`config.mk`:
```
export PLATFORM = sky130hd
export DESIGN_NAME = a_buffer_loader
export DESIGN_NICKNAME = d
export VERILOG_FILES = /design/src/rtl/a_buffer_loader_pkg.sv /design/src/rtl/a_buffer_loader_word_unpacker.sv /design/src/rtl/a_buffer_loader.sv
export SDC_FILE = /design/constraint.sdc
export NUM_CORES = 1
export LEC_CHECK = 0
export BUFFER_PORTS_ARGS = -buffer_cell sky130_fd_sc_hd__clkbuf_2
export CAP_MARGIN = 20
export CORE_AREA = 2 2 189 191
export CTS_BUF_LIST = sky130_fd_sc_hd__clkbuf_16
export DETAILED_ROUTE_END_ITERATION = 10
export DIE_AREA = 0 0 191 193
export PLACE_DENSITY_LB_ADDON = 0.15
export SLEW_MARGIN = 5
export SYNTH_ARGS = -nofsm -noshare
export SYNTH_HDL_FRONTEND = slang
export SYNTH_SLANG_ARGS = --single-unit
```
`constraint.sdc`:
```
create_clock -name clk -period 11.8 [get_ports clk]
set_clock_uncertainty 0.15 [all_clocks]
set_input_delay 0.59 -clock clk [delete_from_list [all_inputs] [get_ports clk]]
set_output_delay 0.59 -clock clk [all_outputs]
set_load 0.02 [all_outputs]
```
`src/rtl/a_buffer_loader_pkg.sv`:
```
// Shared definitions for the A-buffer loader: FSM encoding and word geometry.
package a_buffer_loader_pkg;

  typedef enum logic [2:0] {
    ST_IDLE,
    ST_READ,
    ST_LATCH,
    ST_UNPACK,
    ST_DONE
  } state_e;

  // Activations packed per BRAM word.
  function automatic int calc_apw(input int data_w, input int act_w);
    return data_w / act_w;
  endfunction

  // A word must hold a whole number of activations, and at least one.
  function automatic bit width_ok(input int data_w, input int act_w);
    return (act_w > 0) && (data_w >= act_w) && ((data_w % act_w) == 0);
  endfunction

endpackage

```
`src/rtl/a_buffer_loader_word_unpacker.sv`:
```
// Holds one BRAM word and selects a single activation lane from it.
// While loading, the lane mux looks straight through to the incoming word so
// lane 0 can be registered downstream on the same edge the word is captured.
module word_unpacker
  import a_buffer_loader_pkg::*;
#(
  parameter int DATA_W = 32,
  parameter int ACT_W  = 8,
  parameter int LANE_W = 2
) (
  input  logic              clk,
  input  logic              reset,
  input  logic              load_i,
  input  logic [DATA_W-1:0] rdata_i,
  input  logic [LANE_W-1:0] lane_i,
  output logic [ACT_W-1:0]  lane_data_o
);

  localparam int APW = calc_apw(DATA_W, ACT_W);

  logic [DATA_W-1:0]           word_q;
  logic [APW-1:0][ACT_W-1:0]   lanes;

  // Word register, refreshed in the LATCH cycle.
  always_ff @(posedge clk) begin
    if (reset)       word_q <= '0;
    else if (load_i) word_q <= rdata_i;
  end

  // Lane mux over the word that will be held during the next UNPACK cycle.
  always_comb begin
    lanes       = load_i ? rdata_i : word_q;
    lane_data_o = lanes[lane_i];
  end

endmodule

```
`src/rtl/a_buffer_loader.sv`:
```
// Copies activation rows from the PS-visible BRAM into the A-buffer row RAMs,
// one element per cycle, ahead of each systolic-array tile.
module a_buffer_loader
  import a_buffer_loader_pkg::*;
#(
  parameter int RAM_SIZE        = 1024,
  parameter int ADDR_WIDTH      = $clog2(RAM_SIZE),
  parameter int ARRAY_N         = 8,
  parameter int ACT_WIDTH       = 8,
  parameter int BRAM_ADDR_WIDTH = 15,
  parameter int BRAM_DATA_WIDTH = 32
) (
  input  logic                         clk,
  input  logic                         reset,
  input  logic                         start,
  input  logic [BRAM_ADDR_WIDTH-1:0]   src_base_addr,
  input  logic [BRAM_ADDR_WIDTH-1:0]   row_stride,
  input  logic [ADDR_WIDTH-1:0]        dst_base_addr,
  input  logic [$clog2(ARRAY_N):0]     num_rows,
  input  logic [ADDR_WIDTH:0]          num_cols,
  output logic                         bram_en,
  output logic [BRAM_ADDR_WIDTH-1:0]   bram_addr,
  input  logic [BRAM_DATA_WIDTH-1:0]   bram_rdata,
  output logic [ADDR_WIDTH-1:0]        bram_to_ram_w_addr,
  output logic [ARRAY_N-1:0]           bram_to_ram_w_en,
  output logic [ACT_WIDTH-1:0]         bram_to_ram_w_data,
  output logic                         busy,
  output logic                         done
);

  localparam int APW    = calc_apw(BRAM_DATA_WIDTH, ACT_WIDTH);
  localparam int LANE_W = (APW > 1) ? $clog2(APW) : 1;
  localparam int ROW_W  = $clog2(ARRAY_N) + 1;
  localparam int COL_W  = ADDR_WIDTH + 1;
  localparam int BAW    = BRAM_ADDR_WIDTH;

  if (!width_ok(BRAM_DATA_WIDTH, ACT_WIDTH)) begin : g_bad_width
    $error("BRAM_DATA_WIDTH must be an integer multiple of ACT_WIDTH");
  end

  state_e                state_q, state_d;
  logic [ROW_W-1:0]      row_q, row_d, nrows_q, nrows_d, nrows_clamp;
  logic [COL_W-1:0]      col_q, col_d, ncols_q, ncols_d, ncols_clamp;
  logic [LANE_W-1:0]     lane_q, lane_d;
  logic [BAW-1:0]        waddr_q, waddr_d, rowaddr_q, rowaddr_d, stride_q, stride_d;
  logic [ADDR_WIDTH-1:0] dst_q, dst_d;

  logic                  bram_en_q, bram_en_d, busy_q, busy_d, done_q, done_d;
  logic [BAW-1:0]        bram_addr_q, bram_addr_d;
  logic [ADDR_WIDTH-1:0] w_addr_q, w_addr_d;
  logic [ARRAY_N-1:0]    w_en_q, w_en_d;
  logic [ACT_WIDTH-1:0]  w_data_q, w_data_d, lane_data;
  logic                  last_col, last_row, last_lane, wr;

  word_unpacker #(
    .DATA_W (BRAM_DATA_WIDTH),
    .ACT_W  (ACT_WIDTH),
    .LANE_W (LANE_W)
  ) u_unpack (
    .clk         (clk),
    .reset       (reset),
    .load_i      (state_q == ST_LATCH),
    .rdata_i     (bram_rdata),
    .lane_i      (lane_d),
    .lane_data_o (lane_data)
  );

  // Sequencing: latch the job on start, then walk rows / words / lanes.
  always_comb begin
    state_d   = state_q;
    row_d     = row_q;
    col_d     = col_q;
    lane_d    = lane_q;
    waddr_d   = waddr_q;
    rowaddr_d = rowaddr_q;
    nrows_d   = nrows_q;
    ncols_d   = ncols_q;
    stride_d  = stride_q;
    dst_d     = dst_q;

    nrows_clamp = (num_rows > ROW_W'(ARRAY_N)) ? ROW_W'(ARRAY_N) : num_rows;
    ncols_clamp = (num_cols > COL_W'(RAM_SIZE)) ? COL_W'(RAM_SIZE) : num_cols;
    last_col    = (col_q == ncols_q - COL_W'(1));
    last_row    = (row_q == nrows_q - ROW_W'(1));
    last_lane   = (lane_q == LANE_W'(APW - 1));

    case (state_q)
      ST_IDLE: begin
        if (start) begin
          nrows_d   = nrows_clamp;
          ncols_d   = ncols_clamp;
          stride_d  = row_stride;
          dst_d     = dst_base_addr;
          row_d     = '0;
          col_d     = '0;
          lane_d    = '0;
          waddr_d   = src_base_addr;
          rowaddr_d = src_base_addr;
          state_d   = (nrows_clamp == '0 || ncols_clamp == '0) ? ST_DONE : ST_READ;
        end
      end
      ST_READ:  state_d = ST_LATCH;
      ST_LATCH: state_d = ST_UNPACK;
      ST_UNPACK: begin
        if (last_col) begin
          if (last_row) begin
            state_d = ST_DONE;
          end else begin
            row_d     = row_q + ROW_W'(1);
            col_d     = '0;
            lane_d    = '0;
            rowaddr_d = rowaddr_q + stride_q;
            waddr_d   = rowaddr_q + stride_q;
            state_d   = ST_READ;
          end
        end else begin
          col_d = col_q + COL_W'(1);
          if (last_lane) begin
            lane_d  = '0;
            waddr_d = waddr_q + BAW'(1);
            state_d = ST_READ;
          end else begin
            lane_d = lane_q + LANE_W'(1);
          end
        end
      end
      ST_DONE: state_d = ST_IDLE;
      default: state_d = ST_IDLE;
    endcase
  end

  // Outputs are registered from next-state values so they line up with the
  // state they belong to without any input-to-output combinational path.
  always_comb begin
    wr          = (state_d == ST_UNPACK);
    bram_en_d   = (state_d == ST_READ);
    bram_addr_d = bram_en_d ? waddr_d : '0;
    w_en_d      = wr ? (ARRAY_N'(1) << row_d) : '0;
    w_addr_d    = wr ? (dst_d + col_d[ADDR_WIDTH-1:0]) : '0;
    w_data_d    = wr ? lane_data : '0;
    busy_d      = (state_d != ST_IDLE);
    done_d      = (state_d == ST_DONE);
  end

  // State, counters and output registers.
  always_ff @(posedge clk) begin
    if (reset) begin
      state_q     <= ST_IDLE;
      row_q       <= '0;
      col_q       <= '0;
      lane_q      <= '0;
      waddr_q     <= '0;
      rowaddr_q   <= '0;
      nrows_q     <= '0;
      ncols_q     <= '0;
      stride_q    <= '0;
      dst_q       <= '0;
      bram_en_q   <= 1'b0;
      bram_addr_q <= '0;
      w_en_q      <= '0;
      w_addr_q    <= '0;
      w_data_q    <= '0;
      busy_q      <= 1'b0;
      done_q      <= 1'b0;
    end else begin
      state_q     <= state_d;
      row_q       <= row_d;
      col_q       <= col_d;
      lane_q      <= lane_d;
      waddr_q     <= waddr_d;
      rowaddr_q   <= rowaddr_d;
      nrows_q     <= nrows_d;
      ncols_q     <= ncols_d;
      stride_q    <= stride_d;
      dst_q       <= dst_d;
      bram_en_q   <= bram_en_d;
      bram_addr_q <= bram_addr_d;
      w_en_q      <= w_en_d;
      w_addr_q    <= w_addr_d;
      w_data_q    <= w_data_d;
      busy_q      <= busy_d;
      done_q      <= done_d;
    end
  end

  assign bram_en            = bram_en_q;
  assign bram_addr          = bram_addr_q;
  assign bram_to_ram_w_en   = w_en_q;
  assign bram_to_ram_w_addr = w_addr_q;
  assign bram_to_ram_w_data = w_data_q;
  assign busy               = busy_q;
  assign done               = done_q;

endmodule

```
==> run metrics <==
run status completed; Syn-to-layout area delta 18.20%; transition time of the tightest slew-check pin approximately 0.97 ns; clock transition time at the flip-flop clock pins of the worst setup and hold paths 0.07 ns; total leakage power 4.139 nW; residual overflow from global routing 0; async set-or-reset flop fraction in the synthesized netlist 0; Final Slew Violations 0; Layout Nets roughly 1,300; critical path type register to register; Worst VDD drop between 0.1 and 0.15 mV; placed wire-length estimate after detailed placement between 20,000 and 25,000 um; minimum period implied by the final worst setup slack roughly 5.3 ns; number of inserted diodes 0; internal portion of total power 0.9860 mW; number of buffers and inverters on the critical path 3; detailed-route via count between 7,000 and 8,000; synthesized-area fraction occupied by ao, oa, aoi and oai cells 0.2100; commonest register cell after synthesis dfxtp_1; drt total wl approximately 28,000 um; Clock Root Buffer clkbuf_16; vertical die dimension between 150 and 200 um; Final Wtd Congestion approximately 0.81; parity-gate share of the synthesized area counting xor and xnor cells 0.04034; clock latency on the worst-skew pair roughly 0.45 ns; critical path endpoint category register; setup repair after global routing missed its margin no; vias in the first global route about 7,600; leading cell type by number of instances after synthesis nand2_1; IO Pins 134; number of I/O port buffers about 130; starting density of the core 0.2466; type of the worst min-delay path input pin to register; placed instance area between 9000 and 10,000 um^2; min setup slack post-route about 6.5 ns; netlist area before placement 8623 um^2; Final Util 0.2915; proportion of netlist area held by the largest area contributor 0.3854; share of total power in combinational logic 0.207; r2r setup slk 6.46 ns; final setup violating endpoints 0; crit path cell chain inv_1 -> ha_1 -> nor4b_1 -> xnor2_1 -> or4_4 -> a221oi_4 -> and3_1 -> buf_4 -> nor2_1 -> a22oi_1 -> inv_1 -> ha_1 -> a21o_1 -> a21oi_1 -> o21ai_0 -> a21oi_1 -> o21bai_1 -> a211o_1 -> o211ai_1 -> xnor2_1 -> nor2_1; Layout fillers 3,811; clock share of power 0.364; FP Rows 69; Critical Path Fanout Max 26; relative contribution of sequential cells to total power 0.429; number of synthesized flops with an enable pin 0; most instantiated cells after synthesis nand2_1 (172), dfxtp_1 (166), a21oi_1 (105); wire length of the first global-routing pass about 43,000 um; number of hold buffers added after CTS 0; worst slack at placement between 6 and 7 ns; Simple-Gate Fraction of Synth Area 0.2197; number of library cell types mapped by synthesis between 70 and 80; post-layout total power about 1.5 mW; sequential fraction of the synthesis area 0.3854; switching power share of the total 0.3261; Fin Hold WS approximately 0.20 ns; deepest clock path buffer count 2; via-per-instance ratio 4.884; area of the die 36,860 um^2; total of max-cap violations 0; share of cell area taken by muxes after synthesis 0.05122; yosys synthesis warning count 0; element type at the critical path start register; clk sinks approximately 170; Synth Net Count roughly 1,200; ANT nets after route 0; number of H-tree branching levels 4; number of flip-flops and latches in the synthesized netlist 166; antenna violations before repair 0; Fin Setup TNS 0 ns; max-slew headroom at the worst pin 0.3540; hold violation total from the final report 0; final critical-path share of the clock period 0.4524; adder-cell share of the synthesized area 0.04672; Cell Count Post-Placement roughly 1,600; number of remaining DRC errors 0; global-route total usage across every layer 0.1536; cell accounting for the most synthesized area dfxtp_1; achievable clock frequency about 0.19 GHz; Inserted Clock Buffers 17; worst endpoint data arrival time roughly 5.5 ns; fraction of final layout cells with drive strength greater than 1 0.1825; TritonCTS clock tree yes; design area roughly 10,000 um^2; max incr delay on CP 0.57 ns; x dimension of the die 191 um; main combinational cell family by area after synthesis simple AND/OR/NAND/NOR gates; Gates resized, CTS repair 0; Synth Area per Inst 8.332 um^2; Req. time, crit path ~12 ns; Area contributors post-synth dfxtp_1 (39%), nand2_1 (7.5%), a21oi_1 (6.1%), nor2_1 (4.2%), ha_1 (4.2%); cell count after synthesis 1,035; critical path's slowest cell nor4b_1; P_sw around 0.48 mW; CP top delay family compound AO/OA/AOI/OAI gates; number of DRC violations after detailed-routing iteration 0 roughly 500; area of the core region about 35,000 um^2; Post CTS Setup Buffer Count 0; average detailed-routed wire length per instance between 15 and 20 um; total iterations of the first detailed-routing run 5; non-filler instance count after layout approximately 1,600; power per standard cell area around 140 nW/um^2; largest net degree at the start of global routing 82
==> final timing paths <==
check / startpoint / to / cells after the start
max: ncols_q[0]$_SDFFE_PP0P_ / bram_to_ram_w_addr[9]$_SDFF_PP0_ / 21
min: row_stride[13] / stride_q[13]$_SDFFE_PP0P_ / 3
max reg2reg: ncols_q[0]$_SDFFE_PP0P_ / bram_to_ram_w_addr[9]$_SDFF_PP0_ / 21
min reg2reg: u_unpack.word_q[1]$_SDFF_PP0_ / u_unpack.word_q[1]$_SDFF_PP0_ / 2
==> layout make-up <==
class / count / area (um^2) / area share
Clock inverter: 15 / 106.4 / 0.01043
Clock buffer: 17 / 425.4 / 0.04174
Sequential cell: 166 / 3323 / 0.3260
Multi-Input combinational cell: 776 / 4908 / 0.4816
Inverter: 27 / 101.3 / 0.009943
Timing Repair Buffer: 144 / 750.7 / 0.07366
Tap cell: 461 / 576.8 / 0.05659
==> tightest hold or removal path, delay by kind of cell <==
family / cells / cell delay [ns]
AO/OA/AOI/OAI: 1 / 0.05
AND/OR/NAND/NOR: 1 / 0.04
buffers and inverters: 1 / 0.08
==> sequential cells by signal, indices dropped and copies added, names as in the netlist <==
name and flops:
col_q 11, waddr_q 15, nrows_q 4, state_q 3, bram_to_ram_w_addr 10, lane_q 2
row_q 4, ncols_q 11, bram_to_ram_w_data 8, stride_q 15, bram_en 1, bram_addr 15
busy 1, bram_to_ram_w_en 8, rowaddr_q 15, dst_q 10, done 1, u_unpack.word_q 32
==> cells by family after synthesis <==
group,after synthesis
multiplexers,24
adder cells (fa/ha/maj),31
buffers and inverters,93
XOR/XNOR,38
flip-flops,166
AND/OR/NAND/NOR,411
AO/OA/AOI/OAI,272
==> power by group through the flow <==
stage / sequential [mW] / clock, mW / combinational (mW)
finish: 0.628 / 0.533 / 0.302
global route: 0.633 / 0.572 / 0.337
CTS: 0.628 / 0.554 / 0.306
detailed placement: 0.641 / 0 / 0.305
global placement: 0.640 / 0 / 0.305
floorplan: 0.640 / 0 / 0.207
==> cell usage in the layout, fill, tap and decap left out, drive strengths merged, types with 7 or more instances in the layout <==
master	netlist	final
buf	17	12
ha	29	29
nand3	19	19
a211oi	21	21
xnor2	19	19
o21ai	33	33
or3	7	7
a31oi	10	10
nor2b	19	19
nor4	14	14
clkbuf	49	149
xor2	18	18
a311oi	9	9
dfxtp	166	166
nand4	10	10
a21oi	106	106
nand2	172	172
a221oi	8	8
o31ai	8	8
and2	11	11
nor3	26	26
mux2i	7	7
nor2	97	97
mux4	16	16
inv	27	33
nand3b	11	11
a22o	11	11
o21bai	7	7
a22oi	11	11
==> metal layers <==
metal	up-vias	wire, um	global-route usage
met2	211	13060	0.2489
met4	0	465	0.05128
met3	30	1653	0.03385
li1	3903	-	-
met1	3700	12890	0.2023
met5	-	0	0
Power figures use the tool's default switching activity.
